[src/rtl/mem_stage_pkg.sv]
// rtl/mem_stage_pkg.sv - memory-stage opcodes and opcode decode helpers
//
// Purpose: opcode encodings for the aluop bus driven by execute, plus small
//          decode helpers shared by mem_stage and mem_load_ext.
// Contents: aluop_t, MEM_* opcodes, is_load_op, is_store_op, op_bytes.
package mem_stage_pkg;

    localparam int ALU_OP_W = 8;

    typedef logic [ALU_OP_W-1:0] aluop_t;

    localparam aluop_t MEM_NOP = 8'h00;
    localparam aluop_t MEM_LB  = 8'h20;
    localparam aluop_t MEM_LH  = 8'h21;
    localparam aluop_t MEM_LW  = 8'h22;
    localparam aluop_t MEM_LBU = 8'h23;
    localparam aluop_t MEM_LHU = 8'h24;
    localparam aluop_t MEM_SB  = 8'h28;
    localparam aluop_t MEM_SH  = 8'h29;
    localparam aluop_t MEM_SW  = 8'h2A;

    function automatic logic is_load_op(input aluop_t op);
        return (op == MEM_LB) || (op == MEM_LH) || (op == MEM_LW) ||
               (op == MEM_LBU) || (op == MEM_LHU);
    endfunction

    function automatic logic is_store_op(input aluop_t op);
        return (op == MEM_SB) || (op == MEM_SH) || (op == MEM_SW);
    endfunction

    // Number of bytes moved by the op; zero for anything that is not a memory op.
    function automatic logic [2:0] op_bytes(input aluop_t op);
        case (op)
            MEM_LB, MEM_LBU, MEM_SB: op_bytes = 3'd1;
            MEM_LH, MEM_LHU, MEM_SH: op_bytes = 3'd2;
            MEM_LW, MEM_SW:          op_bytes = 3'd4;
            default:                 op_bytes = 3'd0;
        endcase
    endfunction

endpackage

[src/rtl/mem_load_ext.sv]
// rtl/mem_load_ext.sv - load result sign/zero extension
//
// Purpose: turns the four assembled little-endian load bytes into the
//          register write value according to the load opcode.
// Ports:   op_i    - load opcode
//          bytes_i - assembled bytes, byte k in bits [8k+7:8k]
//          data_o  - extended result
module mem_load_ext
    import mem_stage_pkg::*;
(
    input  aluop_t      op_i,
    input  logic [31:0] bytes_i,
    output logic [31:0] data_o
);

    always_comb begin
        data_o = bytes_i;
        case (op_i)
            MEM_LB:  data_o = {{24{bytes_i[7]}}, bytes_i[7:0]};
            MEM_LBU: data_o = {24'h000000, bytes_i[7:0]};
            MEM_LH:  data_o = {{16{bytes_i[15]}}, bytes_i[15:0]};
            MEM_LHU: data_o = {16'h0000, bytes_i[15:0]};
            default: data_o = bytes_i;
        endcase
    end

endmodule

[src/rtl/mem_stage.sv]
// rtl/mem_stage.sv - memory-access pipeline stage over a byte-wide arbitrated port
//
// Purpose: executes loads/stores one byte per granted cycle, stalling the
//          pipeline until done; non-memory ops pass straight through.
// Ports:   clk, rst (sync, active-high), rdy (global enable)
//          aluop_i/addr_i/wd_i/wreg_i/wdata_i - from EX/MEM, held while stalled
//          wd_o/wreg_o/wdata_o                - to MEM/WB
//          stall_req                          - freeze upstream, bubble MEM/WB
//          mem_req_o/mem_we_o/mem_addr_o/mem_dout_o/mem_din_i/mem_gnt_i - byte port
module mem_stage
    import mem_stage_pkg::*;
#(
    parameter int READ_LAT = 1
) (
    input  logic        clk,
    input  logic        rst,
    input  logic        rdy,
    input  aluop_t      aluop_i,
    input  logic [31:0] addr_i,
    input  logic [4:0]  wd_i,
    input  logic        wreg_i,
    input  logic [31:0] wdata_i,
    output logic [4:0]  wd_o,
    output logic        wreg_o,
    output logic [31:0] wdata_o,
    output logic        stall_req,
    output logic        mem_req_o,
    output logic        mem_we_o,
    output logic [31:0] mem_addr_o,
    output logic [7:0]  mem_dout_o,
    input  logic [7:0]  mem_din_i,
    input  logic        mem_gnt_i
);

    typedef enum logic [1:0] {ST_IDLE, ST_ACCESS, ST_DONE} state_t;

    state_t              state_q, state_d;
    logic [2:0]          issue_cnt_q, issue_cnt_d;
    logic [2:0]          recv_cnt_q, recv_cnt_d;
    logic [READ_LAT-1:0] rd_vld_q, rd_vld_d;
    logic [31:0]         rbytes_q, rbytes_d;

    logic        is_load, is_store, active, granted, emerge;
    logic [2:0]  nbytes;
    logic [31:0] load_data;

    assign is_load  = is_load_op(aluop_i);
    assign is_store = is_store_op(aluop_i);
    assign nbytes   = op_bytes(aluop_i);

    // IDLE with a memory op behaves exactly like ACCESS with zero counts,
    // which is what gives the request in cycle 0.
    assign active  = (state_q == ST_ACCESS) || ((state_q == ST_IDLE) && (is_load || is_store));
    assign granted = mem_req_o & mem_gnt_i;
    assign emerge  = rd_vld_q[READ_LAT-1];

    mem_load_ext u_load_ext (
        .op_i    (aluop_i),
        .bytes_i (rbytes_q),
        .data_o  (load_data)
    );

    always_comb begin
        wd_o       = wd_i;
        wreg_o     = wreg_i;
        wdata_o    = wdata_i;
        stall_req  = 1'b0;
        mem_req_o  = !rst && rdy && active && (issue_cnt_q < nbytes);
        mem_we_o   = mem_req_o && is_store;
        mem_addr_o = addr_i + {29'd0, issue_cnt_q};
        mem_dout_o = wdata_i[{issue_cnt_q[1:0], 3'b000} +: 8];
        if (rst) begin
            wd_o    = 5'd0;
            wreg_o  = 1'b0;
            wdata_o = 32'd0;
        end else if (active) begin
            stall_req = 1'b1;
            wreg_o    = 1'b0;
            wdata_o   = 32'd0;
        end else if (state_q == ST_DONE) begin
            wreg_o  = is_load ? wreg_i : 1'b0;
            wdata_o = is_load ? load_data : 32'd0;
        end
    end

    always_comb begin
        state_d     = state_q;
        issue_cnt_d = issue_cnt_q;
        recv_cnt_d  = recv_cnt_q;
        rd_vld_d    = rd_vld_q;
        rbytes_d    = rbytes_q;
        if (rdy) begin
            case (state_q)
                ST_IDLE, ST_ACCESS: begin
                    if (active) begin
                        // Valid bits follow granted read bytes until their data is on mem_din_i.
                        rd_vld_d[0] = granted & is_load;
                        for (int i = 1; i < READ_LAT; i++) begin
                            rd_vld_d[i] = rd_vld_q[i-1];
                        end
                        if (granted) begin
                            issue_cnt_d = issue_cnt_q + 3'd1;
                        end
                        if (emerge) begin
                            rbytes_d[{recv_cnt_q[1:0], 3'b000} +: 8] = mem_din_i;
                            recv_cnt_d = recv_cnt_q + 3'd1;
                        end
                        if ((is_store && granted && (issue_cnt_q == nbytes - 3'd1)) ||
                            (is_load && emerge && (recv_cnt_q == nbytes - 3'd1))) begin
                            state_d = ST_DONE;
                        end else begin
                            state_d = ST_ACCESS;
                        end
                    end
                end
                ST_DONE: begin
                    // EX/MEM advances on this edge, so the next op starts from clean counters.
                    state_d     = ST_IDLE;
                    issue_cnt_d = 3'd0;
                    recv_cnt_d  = 3'd0;
                    rd_vld_d    = '0;
                    rbytes_d    = 32'd0;
                end
                default: state_d = ST_IDLE;
            endcase
        end
    end

    always_ff @(posedge clk) begin
        if (rst) begin
            state_q     <= ST_IDLE;
            issue_cnt_q <= 3'd0;
            recv_cnt_q  <= 3'd0;
            rd_vld_q    <= '0;
            rbytes_q    <= 32'd0;
        end else begin
            state_q     <= state_d;
            issue_cnt_q <= issue_cnt_d;
            recv_cnt_q  <= recv_cnt_d;
            rd_vld_q    <= rd_vld_d;
            rbytes_q    <= rbytes_d;
        end
    end

endmodule
[config.mk]
export PLATFORM = sky130hd
export DESIGN_NAME = mem_stage
export DESIGN_NICKNAME = d
export VERILOG_FILES = /design/src/rtl/mem_stage_pkg.sv /design/src/rtl/mem_load_ext.sv /design/src/rtl/mem_stage.sv
export SDC_FILE = /design/constraint.sdc
export NUM_CORES = 1
export LEC_CHECK = 0
export ABC_AREA = 1
export BUFFER_PORTS_ARGS = -buffer_cell sky130_fd_sc_hd__buf_2
export CORE_ASPECT_RATIO = 0.75
export CORE_MARGIN = 5
export CORE_UTILIZATION = 49
export DETAILED_ROUTE_END_ITERATION = 8
export PLACE_DENSITY_LB_ADDON = 0.08
export SYNTH_ARGS = -nofsm -noshare
export SYNTH_HDL_FRONTEND = slang
export SYNTH_SLANG_ARGS = --single-unit
[constraint.sdc]
create_clock -name clk -period 2.79 [get_ports clk]
set_input_delay 0.279 -clock clk [delete_from_list [all_inputs] [get_ports clk]]
set_output_delay 0.279 -clock clk [all_outputs]
set_load 0.02 [all_outputs]
# Word-level counts from Yosys, hierarchy flattened
# Index checks and enable logic that the tools add are counted.
[op_classes]
n_reduce_logical = 29
n_shift = 3
bitwise_logic = 2
n_eq_ne = 15
order_cmp = 1
n_addsub = 5
n_mux = 28
[ops]
columns = ["cell", "count"]
rows = [
  ["$mux 32", 6],
  ["$pmux 32 s4", 1],
  ["$eq 8x6->1 const B", 8],
  ["$pmux 32 s2", 1],
  ["$add 32x3->32", 1],
  ["$bwmux 32", 1],
  ["$shift 8x7->32 const A", 1],
  ["$shiftx 32x6->8", 1],
  ["$shiftx 8x7->32", 1],
  ["$mux 3", 4],
  ["$pmux 3 s2", 2],
  ["$logic_and 1x1->1", 9],
  ["$logic_or 1x1->1", 9],
  ["$pmux 3 s3", 1],
  ["$reduce_and 4->1", 2],
  ["$mux 1", 7],
  ["$neg 5->7", 1],
  ["$add 3x1->3 const B", 2],
  ["$eq 3x3->1", 2],
  ["$mux 2", 3],
  ["$ne 2x2->1 const B", 3],
  ["$reduce_or 3->1", 2],
  ["$mux 5", 1],
  ["$reduce_or 2->1", 2],
  ["other kinds (11)", 12],
]
[word_totals]
output_inout_bits = 81
reg_bits = 41
word_cells = 88

# Depth between registers and ports, before layout
[logic_depth]
depth_word = 17
depth_mapped = 19

# Modules after synthesis
# From an unflattened synthesis, not the netlist that was laid out.
[hier_totals]
cells_unflattened = 735
hier_area_um2 = 4561.9
[by_module_without_submodules]
columns = ["module", "n_inst", "seq_area_each_um2", "area_per_inst_um2", "cells_per_inst"]
rows = [
  ["mem_stage", 1, 820.8, 3960.0, 644],
  ["mem_load_ext", 1, 0.0, 601.8, 91],
]

# Worst setup path before layout
# OpenSTA, ideal clock, no wires.
[synth_path]
kind = "register to output"
startpoint = "reg issue_cnt_q[1]"
endpoint = "out mem_addr_o[28]"
path_buffers = 1
setup_slack_ns = -0.016
stages_incl_launch_ff = 11
t_arrival_ns = 2.527
cell_sequence = "dfxtp_1 > clkbuf_1 > inv_1 > fa_1 > o21ai_1 > nand2_1 > nor3_2 > nand2_1 > nor3_2 > nand3_1 > xnor2_1"
[synth_via]
elab_chain_cells = 1
[synth_lines]
columns = ["element", "line", "source"]
rows = [
  ["start: declaration", "mem_stage.sv:38", "logic [2:0] issue_cnt_q, issue_cnt_d;"],
  ["start signal: assignment", "mem_stage.sv:138", "issue_cnt_q <= issue_cnt_d;"],
  ["$add 32x3->32", "mem_stage.sv:70", "mem_addr_o = addr_i + {29'd0, issue_cnt_q};"],
  ["end: declaration", "mem_stage.sv:29", "output logic [31:0] mem_addr_o,"],
]
# No other way between the ends.

# Worst setup path after layout
[layout_path]
startpoint = "reg issue_cnt_q[0]"
endpoint = "out mem_addr_o[28]"
# Same word-level chain as after synthesis.

==> impl_metrics.toml <==
[synthesis]
synthArstFlopShare_pct = 0
synth_area_um2 = 3980
yosysWarnings = 0
synth_top_cell_by_area = "dfxtp_1"
synth_top_area_share_pct = 20.6
yosys_most_used_dff = "dfxtp_1"
synth_area_per_cell_um2 = 6.04
yosysSeqAreaShare_pct = 20.6
yosys-top-cells-area = "dfxtp_1 (21%), nand2_1 (15%), nor2_1 (9.2%), a21oi_1 (7.7%), inv_1 (6.9%)"
netlist_instances = 659
syn-num-nets = 762
synth_edf_count = 0
synth.distinct_cells = 44
ys_ff_latch = 41

[critical_path]
crit_required_ps = 2510
endpoint_kind = "output port"
crit-reg2reg-launch = "recv_cnt_q[0]"
reg2reg_to = "rbytes_q[17]"
cp_top_family = "simple AND/OR/NAND/NOR gates"
cp_common_cell = "nor3_4"
cp.arrival_ps = 2490
start_kind = "flip-flop"
max_stage_delay_ps = 370
rrSetupSlack_ps = 430
path_class = "flip-flop to output port"
crit_slowest_cell = "fa_2"
cp_cell_sequence = "ha_4 -> inv_2 -> fa_2 -> o21ai_4 -> nand2_4 -> nor3_4 -> nand2_2 -> nor3_4 -> nand3_2 -> xnor2_2 -> buf_4"
path_max_fanout = 4
critPathBufInv = 2
worst-r2r-cell-count = 9

[timing]
relSlewSlack_pct = 65.8
fin_tns_setup_ps = 0
slew_violations = 0
setup_viol = 0
rsz0062_at_grt = "true"
timing.fmax_mhz = 361
setup_ws_ps = 20.0
worstMarginPinSlew_ps = 512
finalClockSkew_ps = 5.30
finalCritPeriodShare_pct = 99.3
hold_viol_final = 0
finalCriticalPeriod_ps = 2770

[status]
status = "completed"

[grt]
grt_overflow = 0
grt_pass1_vias = 4681
met3_usage_pct = 5.04
grt.busiest_layer = "met2"
grt_pass1_wl_um = 23100
track_usage_pct = 28.7
globalRouteMet1Util_pct = 39.5
grt_max_degree = 44
met2_usage_pct = 46.7
antenna_found_initial = 0

[placement]
io_buffers = 170
hpwl_um = 12300
place.gp.congestion = 0.963
place_ws_ps = 27.1

[cts]
cts_buffer_depth = 2
clkTransAtPathRegs_ps = 80
cts_buffers = 5
clkSinkCount = 41
cts_tree = "built"
cts-root-buf = "clkbuf_8"
htreeDepth = 2
clock_latency_ps = 300
cts.hold.buffers_added = 0

[power_and_ir_drop]
p_int_mw = 1.01
p_sw_uw = 477
leakagePower_nw = 2.55
p_comb_share_pct = 26.6
clock_power_share_pct = 34.2
vdd_drop_max_v = 0.000305
finalPower_mw = 1.49
powerDensity_nw_per_um2 = 287
p_sw_share_pct = 32.0
share_seq_of_total_power_pct = 39.2

[min_path]
hp-start = "mem_din_i[5]"
worstHoldPathType = "input port to flip-flop"
holdPathEnd = "rbytes_q[21]"
min_path_cells = 3

[detailed_routing]
finalWirelength_um = 15100
vias = 5103
wl_per_cell_um = 16.1
antenna_left = 0
drt-pass1-iter-count = 5
viasPerCell = 5.46
drc = 0
drtIter0Drc = 460

[die]
std_cell_rows = 28
die_area_um2 = 10000
core_area_um2 = 7920
io_pins = 171
fp.dieW_um = 114
floorplan.initialDensity_pct = 50.3
die_y_um = 88.1

[finish]
utilization_pct = 65.7
finalNetCount = 931
layout_common_cells = "buf_2 (166), nand2_1 (152), nor2_1 (94)"
drive_gt1_share_pct = 27.9
num_antenna_cells = 0
final_common_cell = "buf_2"
areaGrowthSynthToFinish_pct = 30.6

[job]
drv_cap = 0
flip-flops by register name (all words and copies together), names as in the netlist:
| signal | count |
|---|---|
| recv_cnt_q | 3 |
| state_q | 2 |
| issue_cnt_q | 3 |
| rbytes_q | 32 |
| emerge | 1 |
power groups by stage:
stage / Sequential, mW / Clock [mW] / Combinational (mW)
final: 0.585 / 0.509 / 0.397
after global routing: 0.585 / 0.538 / 0.425
after CTS: 0.585 / 0.513 / 0.390
after detailed placement: 0.599 / 0 / 0.387
after global placement: 0.599 / 0 / 0.384
after floorplan: 0.599 / 0 / 0.207
worst max path at each step:
stage / end / slack, ps / startpoint / cells after the start
floorplan: mem_addr_o[24] / 20 / issue_cnt_q[1] / 10
global placement: mem_addr_o[28] / 110 / addr_i[0] / 12
detailed placement: mem_addr_o[28] / 30 / addr_i[0] / 12
CTS: mem_addr_o[28] / -20 / issue_cnt_q[0] / 11
global route: mem_addr_o[24] / -110 / issue_cnt_q[0] / 11
finish: mem_addr_o[28] / 20 / issue_cnt_q[0] / 11
Yosys cell counts (4+ instances only):
| cell type | n |
|---|---|
| xnor2_1 | 11 |
| buf_2 | 4 |
| inv_1 | 73 |
| nor2_1 | 98 |
| xor2_1 | 23 |
| dfxtp_1 | 41 |
| o211ai_1 | 16 |
| a21oi_1 | 61 |
| nand4_1 | 23 |
| nand3_1 | 23 |
| o21ai_0 | 30 |
| nand2_1 | 155 |
| clkbuf_1 | 16 |
| o22ai_1 | 8 |
| nor3_1 | 20 |
| a22oi_1 | 8 |
| ha_1 | 12 |
layout make-up:
| type | instances | area (um^2) |
|---|---|---|
| repair buffers | 186 | 981 |
| multi-input cells | 519 | 2870 |
| inverters | 75 | 282 |
| flip-flops and latches | 41 | 822 |
| fillers | 766 | 2720 |
| well taps | 105 | 131 |
| clock inverters | 2 | 37.5 |
| clock buffers | 6 | 82.6 |
repair_timing:
item	in CTS	in global routing
pin swaps	1	9
setup endpoints to repair	6	14
gates resized for setup	8	16
setup buffers	0	3
layer usage:
metal / part of all wire [%] / wire length, um
met1: 45 / 6720
met2: 45 / 6770
met3: 8.8 / 1330
met4: 1.6 / 244
met5: 0 / 0
per-stage QoR:
stage	area, um^2	hold WS, ps	std cells
after floorplan	3990	420	659
after global placement	4970	455	923
after detailed placement	4970	458	923
after CTS	5120	234	931
after global routing	5200	243	934
final	5200	244	934
cell families after synthesis:
| group | after synthesis | share of synthesized area, % |
|---|---|---|
| AOI/OAI and AO/OA | 131 | 19.2 |
| xor gates and xnor gates | 34 | 7.48 |
| adders and majority gates | 13 | 4.27 |
| buffers and inverters | 99 | 9.74 |
| DFF | 41 | 20.6 |
| and+or+nand+nor | 341 | 38.7 |
worst reg2reg max path, stage by stage (launching register included):
cell and delay (ps):
dfxtp_1 520, inv_1 210, ha_1 290, nor2_2 220
inv_1 100, nor4_2 330, inv_1 210, nor2_1 140
nand4_1 110, a21oi_1 160
No activity file was read; power rests on OpenSTA's default activity.
